[src/rtl/filt_threshold_detector.sv]
// Hysteresis threshold detector on a filtered sample stream with run-length
// qualification, post-event holdoff and a saturating event counter.
// Optional peak-magnitude capture is built when FILT_PEAK_CAPTURE_EN is defined.
//
// Handshake: en is a one-cycle sample strobe. X and the configuration inputs
// are consumed only in cycles with en=1. There is no back-pressure.
module filt_threshold_detector #(
    parameter int N  = 16,
    parameter int CW = 8
) (
    input  logic          clk,
    input  logic          rst,
    input  logic          en,
    input  logic [N-1:0]  X,
    input  logic [N-1:0]  thr_hi,
    input  logic [N-1:0]  thr_lo,
    input  logic [CW-1:0] min_len,
    input  logic [CW-1:0] holdoff,
    input  logic          clr,
    output logic          detect,
    output logic          active,
    output logic [CW-1:0] evt_cnt,
    output logic [N-1:0]  peak,
    output logic [1:0]    state_dbg
);

    typedef enum logic [1:0] {
        IDLE   = 2'd0,
        CAND   = 2'd1,
        DETECT = 2'd2,
        HOLD   = 2'd3
    } state_t;

    localparam logic [N-1:0]  MOST_NEG = {1'b1, {(N-1){1'b0}}};
    localparam logic [N-1:0]  MAX_POS  = {1'b0, {(N-1){1'b1}}};
    localparam logic [N-1:0]  ONE_N    = {{(N-1){1'b0}}, 1'b1};
    localparam logic [CW-1:0] ONE_C    = {{(CW-1){1'b0}}, 1'b1};
    localparam logic [CW-1:0] CNT_MAX  = {CW{1'b1}};

    state_t        state;
    state_t        state_nxt;
    logic [CW-1:0] run;
    logic [CW-1:0] run_nxt;
    logic [CW-1:0] hcnt;
    logic [CW-1:0] hcnt_nxt;
    logic [CW-1:0] min_eff;
    logic [CW:0]   run_inc;
    logic [N-1:0]  mag;
    logic          enter_det;

    // -2^(N-1) has no positive counterpart, so it clips to the largest positive value.
    always_comb begin
        if (X == MOST_NEG) begin
            mag = MAX_POS;
        end else if (X[N-1]) begin
            mag = ~X + ONE_N;
        end else begin
            mag = X;
        end
    end

    assign min_eff = (min_len == '0) ? ONE_C : min_len;
    assign run_inc = {1'b0, run} + {{CW{1'b0}}, 1'b1};

    always_comb begin
        state_nxt = state;
        run_nxt   = run;
        hcnt_nxt  = hcnt;
        enter_det = 1'b0;
        if (en) begin
            case (state)
                IDLE: begin
                    if (mag >= thr_hi) begin
                        if (min_eff == ONE_C) begin
                            state_nxt = DETECT;
                            run_nxt   = '0;
                            enter_det = 1'b1;
                        end else begin
                            state_nxt = CAND;
                            run_nxt   = ONE_C;
                        end
                    end
                end
                CAND: begin
                    if (mag >= thr_lo) begin
                        // >= rather than == so a mid-run drop of min_len still confirms.
                        if (run_inc >= {1'b0, min_eff}) begin
                            state_nxt = DETECT;
                            run_nxt   = '0;
                            enter_det = 1'b1;
                        end else begin
                            run_nxt = run_inc[CW-1:0];
                        end
                    end else begin
                        state_nxt = IDLE;
                        run_nxt   = '0;
                    end
                end
                DETECT: begin
                    if (mag < thr_lo) begin
                        if (holdoff == '0) begin
                            state_nxt = IDLE;
                        end else begin
                            state_nxt = HOLD;
                            hcnt_nxt  = holdoff;
                        end
                    end
                end
                HOLD: begin
                    if (hcnt <= ONE_C) begin
                        state_nxt = IDLE;
                        hcnt_nxt  = '0;
                    end else begin
                        hcnt_nxt = hcnt - ONE_C;
                    end
                end
                default: begin
                    state_nxt = IDLE;
                    run_nxt   = '0;
                    hcnt_nxt  = '0;
                end
            endcase
        end
    end

    always_ff @(posedge clk) begin
        if (rst) begin
            state  <= IDLE;
            run    <= '0;
            hcnt   <= '0;
            detect <= 1'b0;
        end else begin
            state  <= state_nxt;
            run    <= run_nxt;
            hcnt   <= hcnt_nxt;
            detect <= enter_det;
        end
    end

    // The count moves on the same edge that raises detect, so a clr in the
    // confirming en cycle leaves exactly that one event counted.
    always_ff @(posedge clk) begin
        if (rst) begin
            evt_cnt <= '0;
        end else if (clr) begin
            evt_cnt <= enter_det ? ONE_C : '0;
        end else if (enter_det && (evt_cnt != CNT_MAX)) begin
            evt_cnt <= evt_cnt + ONE_C;
        end
    end

    assign active    = (state == DETECT);
    assign state_dbg = state;

`ifdef FILT_PEAK_CAPTURE_EN
    logic [N-1:0] peak_q;
    logic         peak_upd;

    assign peak_upd = en && (mag > peak_q);

    always_ff @(posedge clk) begin
        if (rst) begin
            peak_q <= '0;
        end else if (peak_upd) begin
            peak_q <= mag;
        end else if (clr) begin
            peak_q <= '0;
        end
    end

    assign peak = peak_q;
`else
    assign peak = '0;
`endif

endmodule

[config.mk]
export PLATFORM = sky130hd
export DESIGN_NAME = filt_threshold_detector
export DESIGN_NICKNAME = d
export VERILOG_FILES = /design/src/rtl/filt_threshold_detector.sv
export SDC_FILE = /design/constraint.sdc
export NUM_CORES = 1
export LEC_CHECK = 0
export BUFFER_PORTS_ARGS = -buffer_cell sky130_fd_sc_hd__buf_4
export CORE_AREA = 8 8 92 127
export CTS_CLUSTER_DIAMETER = 200
export CTS_CLUSTER_SIZE = 25
export DETAILED_ROUTE_END_ITERATION = 7
export DIE_AREA = 0 0 100 135
export HOLD_SLACK_MARGIN = 0.15
export RECOVER_POWER = 100
export SYNTH_ARGS = -nofsm -noshare
export SYNTH_HDL_FRONTEND = slang
export SYNTH_SLANG_ARGS = --single-unit
[constraint.sdc]
create_clock -name clk -period 4.4 [get_ports clk]
set_clock_uncertainty 0.15 [all_clocks]
set_input_delay 0.44 -clock clk [delete_from_list [all_inputs] [get_ports clk]]
set_output_delay 0.44 -clock clk [all_outputs]
set_load 0.005 [all_outputs]
==> metrics.yaml <==
status: "finished clean"
required_ns: 4.45
track_usage: 0.129
minimum_clock_period_after_layout_ns: 4.15
synth_simple_gate_area_share: 0.235
dieArea_mm2: 0.0135
yosysWarningCount: 0
postLayoutCoreUtil: 0.401
synthesis.instances: 424
yosys.area_share.xor_xnor: 0.0443
n_fill_cell: 1045
grt_overflow: 0
clock_insertion_delay_at_the_later_pin_of_the_skew_report_ns: 0.27
post-layout-total-power_uw: 787
cap_violations: 0
pwr_density_cell_mw_per_mm2: 200
ys_seq_elements: 27
antenna_found_initial: 0
drt-pass1-iter-count: 4
core-area_mm2: 0.00979
final-max-slew-violation-count: 0
critical_path.max_fanout: 12
final_clock_period_utilization_by_the_worst_path: 0.944
yosys_most_used_dff: "sky130_fd_sc_hd__dfxtp_1"
rr_worst_depth: 11
numPortBuffers: 79
place_congestion: 0.875
cts-buffers-inserted: 3
multi_input_area_mm2: 0.00231
die-height_um: 135
whs_path_depth: 3
vias_in_the_first_global_route: 3208
synth_area_mm2: 0.00317
placement.cell_area_mm2: 0.00386
nNetsFinal: 613
initial_utilization: 0.323
synth_sequential_area_ratio: 0.171
clock_tree.root_cell: "sky130_fd_sc_hd__clkbuf_16"
achievable-frequency_mhz: 241
viasPerCell: 5.02
die-width_um: 100
hold_buffers: 0
ios: 96
muxShareOfSynthArea: 0.00632
hold_slack_ns: 0.337
share_of_layout_cells_above_drive_strength_1: 0.198
drtIter0Drc: 120
cts_tree: "yes"
worst_setup_hold_path_clk_slew_ns: 0.07
antenna_cells: 0
hold_start: "en"
holdCritPathClass: "input pin to flip-flop"
route.final.wire_length_mm: 9.01
via_count: 3182
grt_start_max_net_pins: 22
setup_viol: 0
synth_enable_flop_cells: 0
finalHoldViolCount: 0
numClockSinks: 27
h-tree-depth: 1
reg2reg_setup_slack_ns: 1.04
hpwl_mm: 7.64
largest_voltage_drop_on_the_vdd_net_mv: 0.134
post_cts.repair.setup_buffers: 0
area_fraction_in_compound_gates_after_synthesis: 0.245
arrival_ns: 4.20
detail_route.drc_violations: 0
critical_path_class: "input pin to flip-flop"
detail-route-antenna-nets: 0
synth_adder_area_share: 0.178
slew_headroom: 0.532
syn-mean-instance-area_um2: 7.47
hold_end: "hcnt[2]"
p_leak_uw: 0.00188
area.growth.synth_to_final_pct: 24.0
dominant_combinational_cell_family_by_area_after_synthesis: "compound AO/OA/AOI/OAI gates"
startpoint_type: "input pin"
crit-reg2reg-capture: "evt_cnt[6]"
stdcell_area_mm2: 0.00393
yosysUniqueCellTypes: 59
cts-root-to-sink-buffers: 2
measured_slew_at_the_worst_slew_check_pin_ns: 0.701
share_of_flip_flops_with_an_asynchronous_set_or_reset_after_synthesis: 0
fp-row-count: 43
drt-wirelength-per-cell_um: 14.2
ff_latch_area_um2: 541
worst_setup_path_end_kind: "flip-flop"
grt_first_pass_wirelength_mm: 14.5
timing.rr.start: "run[0]"
==> cells in the final DEF (no fill, tap or decap), types with 9 or more instances in the layout <==
cell and count:
sky130_fd_sc_hd__o31ai_1 10, sky130_fd_sc_hd__inv_1 53, sky130_fd_sc_hd__nor2_1 24, sky130_fd_sc_hd__ha_1 45
sky130_fd_sc_hd__and3_1 9, sky130_fd_sc_hd__conb_1 16, sky130_fd_sc_hd__dfxtp_1 27, sky130_fd_sc_hd__a21oi_1 28
sky130_fd_sc_hd__buf_4 73, sky130_fd_sc_hd__nand3_1 13, sky130_fd_sc_hd__nand2_1 31, sky130_fd_sc_hd__o21ai_0 18
==> worst max-delay path: stages <==
cell and delay [ns]:
sky130_fd_sc_hd__buf_4 0.12, sky130_fd_sc_hd__nor3_2 0.20, sky130_fd_sc_hd__nand2_1 0.09, sky130_fd_sc_hd__or3_1 0.32, sky130_fd_sc_hd__or3_1 0.34, sky130_fd_sc_hd__o31ai_1 0.24, sky130_fd_sc_hd__xor2_1 0.16, sky130_fd_sc_hd__nand2_1 0.10
sky130_fd_sc_hd__ha_1 0.34, sky130_fd_sc_hd__nand4_2 0.14, sky130_fd_sc_hd__or4_4 0.55, sky130_fd_sc_hd__a31oi_4 0.16, sky130_fd_sc_hd__o31ai_2 0.13, sky130_fd_sc_hd__a2bb2oi_4 0.21, sky130_fd_sc_hd__or4_1 0.49, sky130_fd_sc_hd__a21oi_1 0.17
==> what timing repair did <==
| action | CTS | global route |
|---|---|---|
| endpoints found under the hold margin | 0 | 0 |
| endpoints found under the setup margin | 0 | 6 |
| gates resized for setup | 0 | 2 |
==> layout make-up <==
| class | count | share of cell area |
|---|---|---|
| Multi-Input combinational cell | 329 | 0.589 |
| Sequential cell | 27 | 0.138 |
| Inverter | 53 | 0.0507 |
| Timing Repair Buffer | 86 | 0.160 |
| Tap cell | 135 | 0.0430 |
| Clock buffer | 4 | 0.0201 |
==> flip-flops by register name (all words and copies together) (netlist names) <==
| register | flops |
|---|---|
| detect | 1 |
| evt_cnt | 8 |
| hcnt | 8 |
| run | 8 |
| state_dbg | 2 |
==> worst max path at each step <==
stage                     start  slack, ns  cells past startpoint    endpoint
after detailed placement   X[1]      -0.08                     16  evt_cnt[3]
after floorplan            X[1]       0.25                     16  evt_cnt[6]
after global routing       X[1]     -0.001                     16      run[6]
after CTS                  X[1]       0.20                     16  evt_cnt[3]
final                      X[1]       0.25                     16  evt_cnt[3]
after global placement     X[1]       0.03                     16  evt_cnt[3]
==> Yosys cell counts (9+ instances only) <==
library cell	number	share of area
sky130_fd_sc_hd__ha_1	45	0.18
sky130_fd_sc_hd__o31ai_1	10	0.024
sky130_fd_sc_hd__inv_1	53	0.063
sky130_fd_sc_hd__nand2_1	31	0.037
sky130_fd_sc_hd__nand3_1	13	0.021
sky130_fd_sc_hd__nor2_1	24	0.028
sky130_fd_sc_hd__o21ai_0	18	0.028
sky130_fd_sc_hd__dfxtp_1	27	0.17
sky130_fd_sc_hd__a21oi_1	28	0.044
sky130_fd_sc_hd__buf_4	16	0.038
sky130_fd_sc_hd__and3_1	9	0.018
sky130_fd_sc_hd__clkbuf_1	13	0.015
==> cells by family (layout without fill, tap and decap cells) <==
logic type | after synthesis | after routing
AO/OA/AOI/OAI | 110 | 110
XOR/XNOR | 16 | 16
adder cells (fa/ha/maj) | 45 | 45
buffers and inverters | 83 | 143
flip-flops | 27 | 27
multiplexers | 2 | 2
other | 1 | 16
AND/OR/NAND/NOR | 140 | 140
==> layer usage <==
layer  GRT usage  part of all wire  wire (um)  vias up
li1            -                 -          -     1631
met1       0.145              0.43       3850     1454
met2       0.236              0.50       4520       89
met3      0.0273             0.059        533        8
met4      0.0354             0.013        114        0
met5           0                 0          0        -
==> power breakdown <==
part	internal (uW)	switching, uW
registers	255	17.5
logic	141	161
clock network	124	88.1
==> through the flow <==
step	setup TNS [ns]	cells	worst slack, ns
after floorplan	0	439	0.254
after global placement	0	630	0.0323
after detailed placement	-0.215	630	-0.0807
after CTS	0	634	0.200
after global routing	-0.00104	634	-0.00104
final	0	634	0.247
Power figures use the tool's default switching activity.
